--- config.mk ---
export PLATFORM = sky130hd
export DESIGN_NAME = pll_div_search
export DESIGN_NICKNAME = d
export VERILOG_FILES = /design/src/rtl/pll_pkg.sv /design/src/rtl/pll_udiv.sv /design/src/rtl/pll_div_search.sv
export SDC_FILE = /design/constraint.sdc
export NUM_CORES = 1
export LEC_CHECK = 0
export BUFFER_PORTS_ARGS = -buffer_cell sky130_fd_sc_hd__buf_4
export CAP_MARGIN = 30
export CORE_ASPECT_RATIO = 1.5
export CORE_MARGIN = 3
export CORE_UTILIZATION = 55
export CTS_CLUSTER_SIZE = 10
export DETAILED_ROUTE_END_ITERATION = 10
export HOLD_SLACK_MARGIN = 0.1
export PLACE_DENSITY = 0.73
export SYNTH_ARGS = -nofsm -noshare
export SYNTH_HDL_FRONTEND = slang
export SYNTH_SLANG_ARGS = --single-unit
--- constraint.sdc ---
create_clock -name clk -period 14.1 [get_ports clk]
set_input_delay 1.41 -clock clk [delete_from_list [all_inputs] [get_ports clk]]
set_output_delay 1.41 -clock clk [all_outputs]
set_load 0.02 [all_outputs]
--- src/rtl/pll_pkg.sv ---
// PLL divider search: shared widths, limits
// and FSM state encoding.
package pll_pkg;

  localparam int DIVR_W = 4;
  localparam int DIVF_W = 7;
  localparam int DIVQ_W = 3;

  localparam int FIN_LO  = 10000;
  localparam int FIN_HI  = 133000;
  localparam int FREQ_LO = 16000;
  localparam int FREQ_HI = 275000;
  localparam int PFD_LO  = 10000;
  localparam int PFD_HI  = 133000;
  localparam int VCO_LO  = 533000;
  localparam int VCO_HI  = 1066000;

  typedef enum logic [2:0] {
    S_IDLE,
    S_CHECK,
    S_DIV,
    S_PFD,
    S_VCO,
    S_QLOOP,
    S_DONE
  } pll_state_t;

endpackage

--- src/rtl/pll_udiv.sv ---
// Restoring unsigned divider, one quotient
// bit per cycle, FW cycles from start to done.
module pll_udiv #(
  parameter int FW = 24
) (
  input  logic          clk,
  input  logic          reset,
  input  logic          start,
  input  logic [FW-1:0] dividend,
  input  logic [FW-1:0] divisor,
  output logic          done,
  output logic [FW-1:0] quot
);

  localparam int CW = $clog2(FW + 1);

  logic [FW-1:0] rem;
  logic [CW-1:0] cnt;
  logic          run;
  logic [FW:0]   sh;
  logic [FW:0]   dif;

  // trial subtraction of the shifted remainder
  always_comb begin
    sh  = {rem, quot[FW-1]};
    dif = sh - {1'b0, divisor};
  end

  // shift/subtract iteration and done pulse
  always_ff @(posedge clk) begin
    if (reset) begin
      rem  <= '0;
      quot <= '0;
      cnt  <= '0;
      run  <= 1'b0;
      done <= 1'b0;
    end else begin
      done <= 1'b0;
      if (start) begin
        rem  <= '0;
        quot <= dividend;
        cnt  <= CW'(FW);
        run  <= 1'b1;
      end else if (run) begin
        if (!dif[FW]) begin
          rem  <= dif[FW-1:0];
          quot <= {quot[FW-2:0], 1'b1};
        end else begin
          rem  <= sh[FW-1:0];
          quot <= {quot[FW-2:0], 1'b0};
        end
        cnt <= cnt - CW'(1);
        if (cnt == CW'(1)) begin
          run  <= 1'b0;
          done <= 1'b1;
        end
      end
    end
  end

endmodule

--- src/rtl/pll_div_search.sv ---
// Exhaustive DIVR/DIVF/DIVQ search for the
// setting closest to a requested PLL output.
module pll_div_search
  import pll_pkg::*;
#(
  parameter int FW      = 24,
  parameter int PFD_MIN = PFD_LO,
  parameter int PFD_MAX = PFD_HI,
  parameter int VCO_MIN = VCO_LO,
  parameter int VCO_MAX = VCO_HI
) (
  input  logic              clk,
  input  logic              reset,
  input  logic              start,
  input  logic [FW-1:0]     f_in,
  input  logic [FW-1:0]     f_req,
  input  logic              simple_fb,
  output logic              busy,
  output logic              done,
  output logic              found,
  output logic              range_err,
  output logic [DIVR_W-1:0] divr,
  output logic [DIVF_W-1:0] divf,
  output logic [DIVQ_W-1:0] divq,
  output logic [FW-1:0]     f_out,
  output logic [FW-1:0]     err
);

  localparam int AW = FW + DIVF_W + 6;

  localparam logic [AW-1:0] FIN_L = AW'(FIN_LO);
  localparam logic [AW-1:0] FIN_H = AW'(FIN_HI);
  localparam logic [AW-1:0] FRQ_L = AW'(FREQ_LO);
  localparam logic [AW-1:0] FRQ_H = AW'(FREQ_HI);
  localparam logic [AW-1:0] PFD_L = AW'(PFD_MIN);
  localparam logic [AW-1:0] PFD_H = AW'(PFD_MAX);
  localparam logic [AW-1:0] VCO_L = AW'(VCO_MIN);
  localparam logic [AW-1:0] VCO_H = AW'(VCO_MAX);

  pll_state_t state, state_n;

  logic [FW-1:0]     fin_q, freq_q;
  logic              simple_q, pend;
  logic [FW-1:0]     pfd;
  logic [AW-1:0]     acc;
  logic [DIVR_W-1:0] r_cur;
  logic [DIVF_W-1:0] f_cur;
  logic [DIVQ_W-1:0] q_cur;

  logic          div_go, div_done;
  logic [FW-1:0] div_q, dvs;

  logic launch, rerr_set, acc_init;
  logic f_step, r_step, q_inc, upd;
  logic adv_f, adv_r;

  logic [AW-1:0] c_fout, c_vco, c_err, frq_w;
  logic          c_ok, c_better;
  logic          fin_ok, frq_ok, pfd_ok;
  logic          last_f, last_r;

  assign dvs = FW'(r_cur) + FW'(r_step) + FW'(1);

  pll_udiv #(.FW(FW)) u_div (
    .clk      (clk),
    .reset    (reset),
    .start    (div_go),
    .dividend (fin_q),
    .divisor  (dvs),
    .done     (div_done),
    .quot     (div_q)
  );

  // candidate evaluation and range checks
  always_comb begin
    frq_w  = AW'(freq_q);
    c_fout = simple_q ? (acc >> q_cur) : acc;
    c_vco  = simple_q ? acc : (acc << q_cur);
    c_ok   = (c_vco >= VCO_L) && (c_vco <= VCO_H);
    c_err  = (c_fout > frq_w) ? (c_fout - frq_w)
                              : (frq_w - c_fout);
    c_better = c_ok && (!found || (c_err < AW'(err)));
    fin_ok = (AW'(fin_q) >= FIN_L) && (AW'(fin_q) <= FIN_H);
    frq_ok = (frq_w >= FRQ_L) && (frq_w <= FRQ_H);
    pfd_ok = (AW'(pfd) >= PFD_L) && (AW'(pfd) <= PFD_H);
    last_f = simple_q ? (&f_cur) : (f_cur == 7'd63);
    last_r = &r_cur;
  end

  // state register
  always_ff @(posedge clk) begin
    if (reset) state <= S_IDLE;
    else       state <= state_n;
  end

  // next state and datapath strobes
  always_comb begin
    state_n  = state;
    busy     = 1'b0;
    done     = 1'b0;
    launch   = 1'b0;
    rerr_set = 1'b0;
    div_go   = 1'b0;
    acc_init = 1'b0;
    f_step   = 1'b0;
    r_step   = 1'b0;
    q_inc    = 1'b0;
    upd      = 1'b0;
    adv_f    = 1'b0;
    adv_r    = 1'b0;
    unique case (state)
      S_IDLE: begin
        if (start || pend) begin
          launch  = 1'b1;
          state_n = S_CHECK;
        end
      end
      S_CHECK: begin
        busy = 1'b1;
        if (!fin_ok || !frq_ok) begin
          rerr_set = 1'b1;
          state_n  = S_DONE;
        end else begin
          div_go  = 1'b1;
          state_n = S_DIV;
        end
      end
      S_DIV: begin
        busy = 1'b1;
        if (div_done) state_n = S_PFD;
      end
      S_PFD: begin
        busy = 1'b1;
        if (pfd_ok) begin
          acc_init = 1'b1;
          state_n  = S_VCO;
        end else begin
          adv_r = 1'b1;
        end
      end
      S_VCO: begin
        busy = 1'b1;
        if (!simple_q)         state_n = S_QLOOP;
        else if (acc > VCO_H)  adv_r   = 1'b1;
        else if (acc >= VCO_L) state_n = S_QLOOP;
        else                   adv_f   = 1'b1;
      end
      S_QLOOP: begin
        busy = 1'b1;
        upd  = c_better;
        if (c_better && (c_err == '0))
          state_n = S_DONE;
        else if (q_cur == 3'd6)
          adv_f = 1'b1;
        else
          q_inc = 1'b1;
      end
      S_DONE: begin
        done    = 1'b1;
        state_n = S_IDLE;
      end
      default: state_n = S_IDLE;
    endcase
    if (adv_f) begin
      if (last_f) begin
        adv_r = 1'b1;
      end else begin
        f_step  = 1'b1;
        state_n = S_VCO;
      end
    end
    if (adv_r) begin
      if (last_r) begin
        state_n = S_DONE;
      end else begin
        r_step  = 1'b1;
        div_go  = 1'b1;
        state_n = S_DIV;
      end
    end
  end

  // a start seen during DONE launches the next search
  always_ff @(posedge clk) begin
    if (reset)
      pend <= 1'b0;
    else if (state == S_DONE && start)
      pend <= 1'b1;
    else if (state == S_IDLE)
      pend <= 1'b0;
  end

  // search datapath and best-result registers
  always_ff @(posedge clk) begin
    if (reset) begin
      fin_q     <= '0;
      freq_q    <= '0;
      simple_q  <= 1'b0;
      pfd       <= '0;
      acc       <= '0;
      r_cur     <= '0;
      f_cur     <= '0;
      q_cur     <= '0;
      found     <= 1'b0;
      range_err <= 1'b0;
      divr      <= '0;
      divf      <= '0;
      divq      <= '0;
      f_out     <= '0;
      err       <= '0;
    end else begin
      if (launch) begin
        fin_q     <= f_in;
        freq_q    <= f_req;
        simple_q  <= simple_fb;
        r_cur     <= '0;
        found     <= 1'b0;
        range_err <= 1'b0;
        divr      <= '0;
        divf      <= '0;
        divq      <= '0;
        f_out     <= '0;
        err       <= '0;
      end
      if (rerr_set) range_err <= 1'b1;
      if (state == S_DIV && div_done) pfd <= div_q;
      if (acc_init) begin
        acc   <= AW'(pfd);
        f_cur <= '0;
        q_cur <= 3'd1;
      end
      if (f_step) begin
        acc   <= acc + AW'(pfd);
        f_cur <= f_cur + 7'd1;
        q_cur <= 3'd1;
      end
      if (q_inc)  q_cur <= q_cur + 3'd1;
      if (r_step) r_cur <= r_cur + 4'd1;
      if (upd) begin
        found <= 1'b1;
        divr  <= r_cur;
        divf  <= f_cur;
        divq  <= q_cur;
        f_out <= FW'(c_fout);
        err   <= FW'(c_err);
      end
    end
  end

endmodule

Word-level counts from Yosys, hierarchy flattened
Index checks and enable logic that the tools add are counted.
Widths: inputs -> output; s select.
Word-level totals
  register bits: 247
  bits of input ports: 52
  output and inout bits: 66
  word-level logic and storage cells: 166
Cells by class
  add/sub/neg operators: 10
  order comparisons: 12
  equal/unequal tests: 9
  shifts and indexed selects: 2
  mux-type cells: 81
  bitwise operators: 1
  reductions and logical operators: 28
Operators by type and width (number)
  $mux 37: 5
  $mux 24: 6
  $ge 37x20->1 const B: 2
  $ge 24x14->1 const B: 3
  $mux 3: 17
  $le 24x18->1 const B: 2
  $mux 1: 41
  $add 37x24->37: 1
  $gt 37x21->1 const B: 1
  $gt 37x24->1: 1
  $le 37x21->1 const B: 1
  $logic_not 37->1: 1
  $lt 37x24->1: 1
  $shl 37x3->37: 1
  $shr 37x3->37: 1
  $sub 24x37->37: 1
  $sub 37x24->37: 1
  $mux 7: 4
  $sub 25x6->25: 1
  $le 24x19->1 const B: 1
  $pmux 3 s6: 1
  $eq 3x3->1 const B: 4
  $mux 4: 3
  $reduce_bool 2->1: 6
  23 further kinds: 37

Logic depth before layout (Yosys ltp)
  depth in word-level cells: 18
  depth in mapped cells: 61
  gate-level depth less buffers: 52

By module
From an unflattened synthesis, not the netlist that was laid out.
Second synthesis, totals
  cell total of the unflattened synthesis: 2681
  area total of the unflattened synthesis: 19861.5 um2
By module, submodules not included
  pll_div_search: times used 1, cells each 2198, area an instance 16206.8 um2, sequential area each 3843.7 um2
  pll_udiv: times used 1, cells each 483, area an instance 3654.8 um2, sequential area each 1101.1 um2

Worst setup path after synthesis
OpenSTA, ideal clock, no wires.
  kind: register -> register
  start: register q_cur[1]
  end: register u_div.rem[13]
  setup time: 144 ps
  data arrival time: 11060 ps
  data required time: 13956 ps
  setup slack: 2895 ps
  stages on the path, launching flop included: 58
  path buffers: 10
  period minus slack after synthesis: 11205 ps
  cells stage by stage: dfxtp_1 > buf_6 > buf_2 > clkbuf_1 > buf_1 > clkbuf_1 > buf_1 > buf_1 > mux2i_1 > nor2_1 > a21oi_1 > o21ai_0 > mux2i_1 > inv_1 > ha_1 > clkbuf_1 > nand4_1 > nor3_1 > [22 not listed] > xor2_1 > ha_1 > inv_1 > fa_1 > nor2b_1 > o21ai_0 > nand2b_1 > a211oi_1 > nand2_1 > nor4_1 > xnor2_1 > nand2_1 > nor3_1 > nand2_1 > or2_2 > nor4_1 > xnor2_1 > a211oi_2
Between the ends
  longest elaborated chain between the ends: 16
  elaborated cells between the ends (all ways): 28
  those cells by class: add/sub (5); order compare (4); eq/ne (1); shift (2); mux (10); reduce/logical (6)
RTL lines
  start, declared: RTL line pll_div_search.sv:48  | logic [DIVQ_W-1:0] q_cur;
  start signal, assigned: RTL line pll_div_search.sv:237  | if (q_inc) q_cur <= q_cur + 3'd1;
  $shr 37x3->37: RTL line pll_div_search.sv:77  | c_fout = simple_q ? (acc >> q_cur) : acc;
  $mux 37: RTL line pll_div_search.sv:77
  $sub 24x37->37 (tied with other cells): RTL line pll_div_search.sv:81  | : (frq_w - c_fout);
  $mux 37: RTL line pll_div_search.sv:80  | c_err = (c_fout > frq_w) ? (c_fout - frq_w)
  $lt 37x24->1: RTL line pll_div_search.sv:82  | c_better = c_ok && (!found || (c_err < AW'(err)));
  $logic_or 1x1->1: RTL line pll_div_search.sv:82
  $logic_and 1x1->1: RTL line pll_div_search.sv:82
  $logic_and 1x1->1: RTL line pll_div_search.sv:151  | if (c_better && (c_err == '0))
  $mux 1 *: RTL line pll_div_search.sv:151
  $pmux 1 s2 *: RTL line pll_div_search.sv:111  | unique case (state)
  $mux 1 *: RTL line pll_div_search.sv:164  | if (adv_f) begin
  $mux 1: RTL line pll_div_search.sv:172  | if (adv_r) begin
  $add 4x1->5: RTL line pll_div_search.sv:62  | assign dvs = FW'(r_cur) + FW'(r_step) + FW'(1);
  $add 5x1->6: RTL line pll_div_search.sv:62
  $sub 25x6->25: RTL line pll_udiv.sv:26  | dif = sh - {1'b0, divisor};
  $mux 24: RTL line pll_udiv.sv:45  | if (!dif[FW]) begin
  end signal, assigned: RTL line pll_udiv.sv:46  | rem <= dif[FW-1:0];
  end signal, assigned: RTL line pll_udiv.sv:49  | rem <= sh[FW-1:0];
  end, declared: RTL line pll_udiv.sv:17  | logic [FW-1:0] rem;
Every way passes the cells marked *; elsewhere a longest branch is shown, timed or not.
A chain may end at the register's enable or synchronous reset.

Worst setup path in the final report
Ends and elaborated chain as after synthesis.

==> results.sh <==
export IMPL_synth_nets=2642
export IMPL_period_needed_ns=12.08
export IMPL_end_kind="flop"
export IMPL_setup_viol=0
export IMPL_yosysWarnings=0
export IMPL_place_congestion=1.09
export IMPL_cp_arrival_ns=12.58
export IMPL_start_util=0.564
export IMPL_number_of_buffers_created_by_cts=29
export IMPL_portBuffers=117
export IMPL_timing_final_ws_setup_ns=2.02
export IMPL_detailedRoute_firstIterationViolations=1199
export IMPL_finalInstanceArea_mm2=0.0203
export IMPL_finClkSkew_ns=0.0114
export IMPL_whs_endpoint="f_out[13]$_SDFFE_PP0P_"
export IMPL_setup_worst_path_start_class="flop"
export IMPL_final_nets=2629
export IMPL_number_of_cell_rows=81
export IMPL_synth_avg_cell_area_um2=7.52
export IMPL_tritoncts_clock_tree="built"
export IMPL_dp_final_hpwl_um=43500
export IMPL_drv_slew=0
export IMPL_place_detailed_instances=2846
export IMPL_static_leakage_power_uw=0.00814
export IMPL_synth_sequential_area_ratio=0.265
export IMPL_timing_hold_worst_start="f_out[13]$_SDFFE_PP0P_"
export IMPL_fmax_ghz=0.0828
export IMPL_cellPowerDensity_mw_per_mm2=195
export IMPL_drive_gt1_frac=0.118
export IMPL_fp_dieW_um=156
export IMPL_global_route_wire_length_before_repair_um=91300
export IMPL_clock_insertion_delay_worst_skew_ns=0.58
export IMPL_timing_reg2reg_setup_slack_ns=2.02
export IMPL_classification_of_the_worst_setup_path="reg2reg"
export IMPL_antenna_diode_count=0
export IMPL_rsz_0062_raised_after_global_routing="no"
export IMPL_layout_common_cells="303 x nand2_1, 298 x a21oi_1, 242 x dfxtp_1"
export IMPL_reg2reg_to="u_div.rem[13]$_SDFFE_PP0P_"
export IMPL_vias=18112
export IMPL_area_growth_pct=9.06
export IMPL_core_area_mm2=0.0330
export IMPL_status="finished, final reports clean"
export IMPL_hold_worst_slack_ns=0.465
export IMPL_total_standard_cell_area_after_synthesis_mm2=0.0186
export IMPL_clk_pin_slew_ns=0.06
export IMPL_synth_async_reset_ratio=0
export IMPL_cts_resized=0
export IMPL_avgRoutedWirePerCell_um=20.0
export IMPL_post_cts_hold_buffer_count=0
export IMPL_cts_setup_buffers=0
export IMPL_root_buffer="clkbuf_16"
export IMPL_dp_worst_setup_slack_ns=2.18
export IMPL_residual_antenna_violating_net_count_after_detailed_routing=0
export IMPL_synth_edff_count=0
export IMPL_ys_dominant_reg_cell="dfxtp_1"
export IMPL_mostFrequentLayoutCell="nand2_1"
export IMPL_dpl_cell_area_mm2=0.0194
export IMPL_worst_path_max_delay_cell="dfxtp_4"
export IMPL_via_count_of_the_first_global_routing_pass=17588
export IMPL_ctsHtreeMaxLevel=1
export IMPL_detail_route_vias_per_cell=6.28
export IMPL_antenna_found_initial=0
export IMPL_ff2ff_path_depth=49
export IMPL_detail_route_first_pass_iterations=5
export IMPL_timing_hold_worst_path_depth=2
export IMPL_grt_ovfl_total=0
export IMPL_ir_drop_uv=211
export IMPL_layout_cells_non_filler=2885
export IMPL_setup_tns_ns=0
export IMPL_die_height_um=231
export IMPL_critical_path_max_stage_delay_ns=1.00
export IMPL_groute_usage_overall=0.308
export IMPL_timing_worst_slew_pin_value_ns=1.02
export IMPL_area_enclosed_by_the_die_boundary_mm2=0.0362
export IMPL_grt_start_max_net_pins=92
export IMPL_max_slew_headroom=0.321
export IMPL_ctsLongestPathBuffers=3
export IMPL_hold_viol_final=0
export IMPL_critical_path_required_ns=14.59
export IMPL_synthCells=2477
export IMPL_drt_wl_total_um=57700
export IMPL_flip_flop_and_latch_count_after_synthesis=247
export IMPL_ios=118
export IMPL_timing_final_crit_share=0.857
export IMPL_distinct_cells_synth=97
export IMPL_critical_path_reg2reg_startpoint="q_cur[1]$_SDFFE_PP0P_"
export IMPL_clock_sink_count=247
export IMPL_critPathMostFrequentCell="nand2_1"
export IMPL_remaining_routing_drc_violations=0
export IMPL_drv_max_cap_violation_count=0
export IMPL_worst_path_max_fanout=82
export IMPL_worstHoldPathType="reg2reg"
export IMPL_filler_cell_count=3058
-- through the flow --
stage | utilization | power, uW
after detailed placement | 0.589 | 3240
after global routing | 0.615 | 4260
after CTS | 0.614 | 3950
final | 0.615 | 3970
after floorplan | - | 2620
after global placement | 0.589 | 3220
-- how the worst max path moves through the flow --
stage                                      from                         end  slack, ns  depth (start not counted)
after floorplan           q_cur[1]$_SDFFE_PP0P_  u_div.rem[13]$_SDFFE_PP0P_       2.90                         57
after global placement    q_cur[1]$_SDFFE_PP0P_  u_div.rem[13]$_SDFFE_PP0P_       2.48                         48
after detailed placement  q_cur[1]$_SDFFE_PP0P_  u_div.rem[13]$_SDFFE_PP0P_       2.18                         48
after CTS                 q_cur[1]$_SDFFE_PP0P_  u_div.rem[13]$_SDFFE_PP0P_       2.13                         48
after global routing      q_cur[1]$_SDFFE_PP0P_  u_div.rem[19]$_SDFFE_PP0P_       0.88                         53
final                     q_cur[1]$_SDFFE_PP0P_  u_div.rem[13]$_SDFFE_PP0P_       2.02                         49
-- final cells by class --
class / count / area [um2] / area share
clock buffer: 34 / 754 / 0.0371
clock inverter: 3 / 80.1 / 0.00394
tap: 415 / 519 / 0.0255
inverter: 129 / 484 / 0.0238
sequential: 247 / 4960 / 0.244
multi-input combinational: 1923 / 12500 / 0.614
timing repair buffer: 134 / 1040 / 0.0513
-- cells in the mapped netlist (18+ instances only) --
library cell | number | share of area
nor3_1 | 50 | 0.013
nor2_1 | 191 | 0.038
clkbuf_1 | 134 | 0.027
nor4_1 | 18 | 0.0060
o21a_1 | 43 | 0.017
and3_1 | 22 | 0.0074
a21o_1 | 38 | 0.015
xor2_1 | 21 | 0.0099
ha_1 | 109 | 0.073
nor2b_1 | 27 | 0.0091
dfxtp_1 | 247 | 0.27
a211oi_1 | 31 | 0.012
a22oi_1 | 21 | 0.0085
or2_2 | 40 | 0.013
nand2b_1 | 50 | 0.017
nand3_1 | 97 | 0.026
a21oi_1 | 298 | 0.080
buf_1 | 22 | 0.0044
o21ai_0 | 90 | 0.024
inv_1 | 126 | 0.025
nand4_1 | 25 | 0.0084
xnor2_1 | 39 | 0.018
mux2i_1 | 104 | 0.056
nand2_1 | 303 | 0.061
-- metal layers --
| layer | wire, um | share of wire | vias to the layer above | GRT usage |
|---|---|---|---|---|
| met4 | 4360 | 0.075 | 0 | 0.199 |
| met3 | 2710 | 0.047 | 193 | 0.0375 |
| met2 | 29600 | 0.51 | 570 | 0.560 |
| li1 | - | - | 8773 | - |
| met1 | 21100 | 0.37 | 8576 | 0.331 |
| met5 | 0 | 0 | - | 0 |
-- power breakdown --
group	internal, uW	total (uW)	leakage [uW]	switching (uW)
logic	900	2400	0.00573	1500
clock network	408	690	0.000407	282
registers	778	883	0.00200	105
total	2090	3970	0.00814	1880
-- worst max-delay path: cells and delay by family (launching register included) --
| family | cells | cell delay [ns] |
|---|---|---|
| buffers and inverters | 3 | 0.70 |
| DFF | 1 | 1.00 |
| and+or+nand+nor | 24 | 5.23 |
| AOI/OAI and AO/OA | 14 | 2.83 |
| muxes | 1 | 0.26 |
| adders and majority gates | 4 | 1.18 |
| xor gates and xnor gates | 3 | 0.72 |
-- registers in the layout (all words and copies together) (netlist names), 3 cells and up --
register	flops
acc	37
err	24
f_out	24
fin_q	24
freq_q	24
pfd	24
u_div.quot	24
u_div.rem	24
divf	7
f_cur	7
u_div.cnt	5
divr	4
r_cur	4
divq	3
q_cur	3
state	3
-- cell families after synthesis --
family | after synthesis | share of synthesized area
xor+xnor | 60 | 0.0282
compound gates | 704 | 0.242
fa+ha+maj | 113 | 0.0775
buf+inv | 307 | 0.0654
flops | 247 | 0.265
simple gates | 907 | 0.236
mux | 139 | 0.0861
Note: power is estimated with default switching activity, not from simulation.
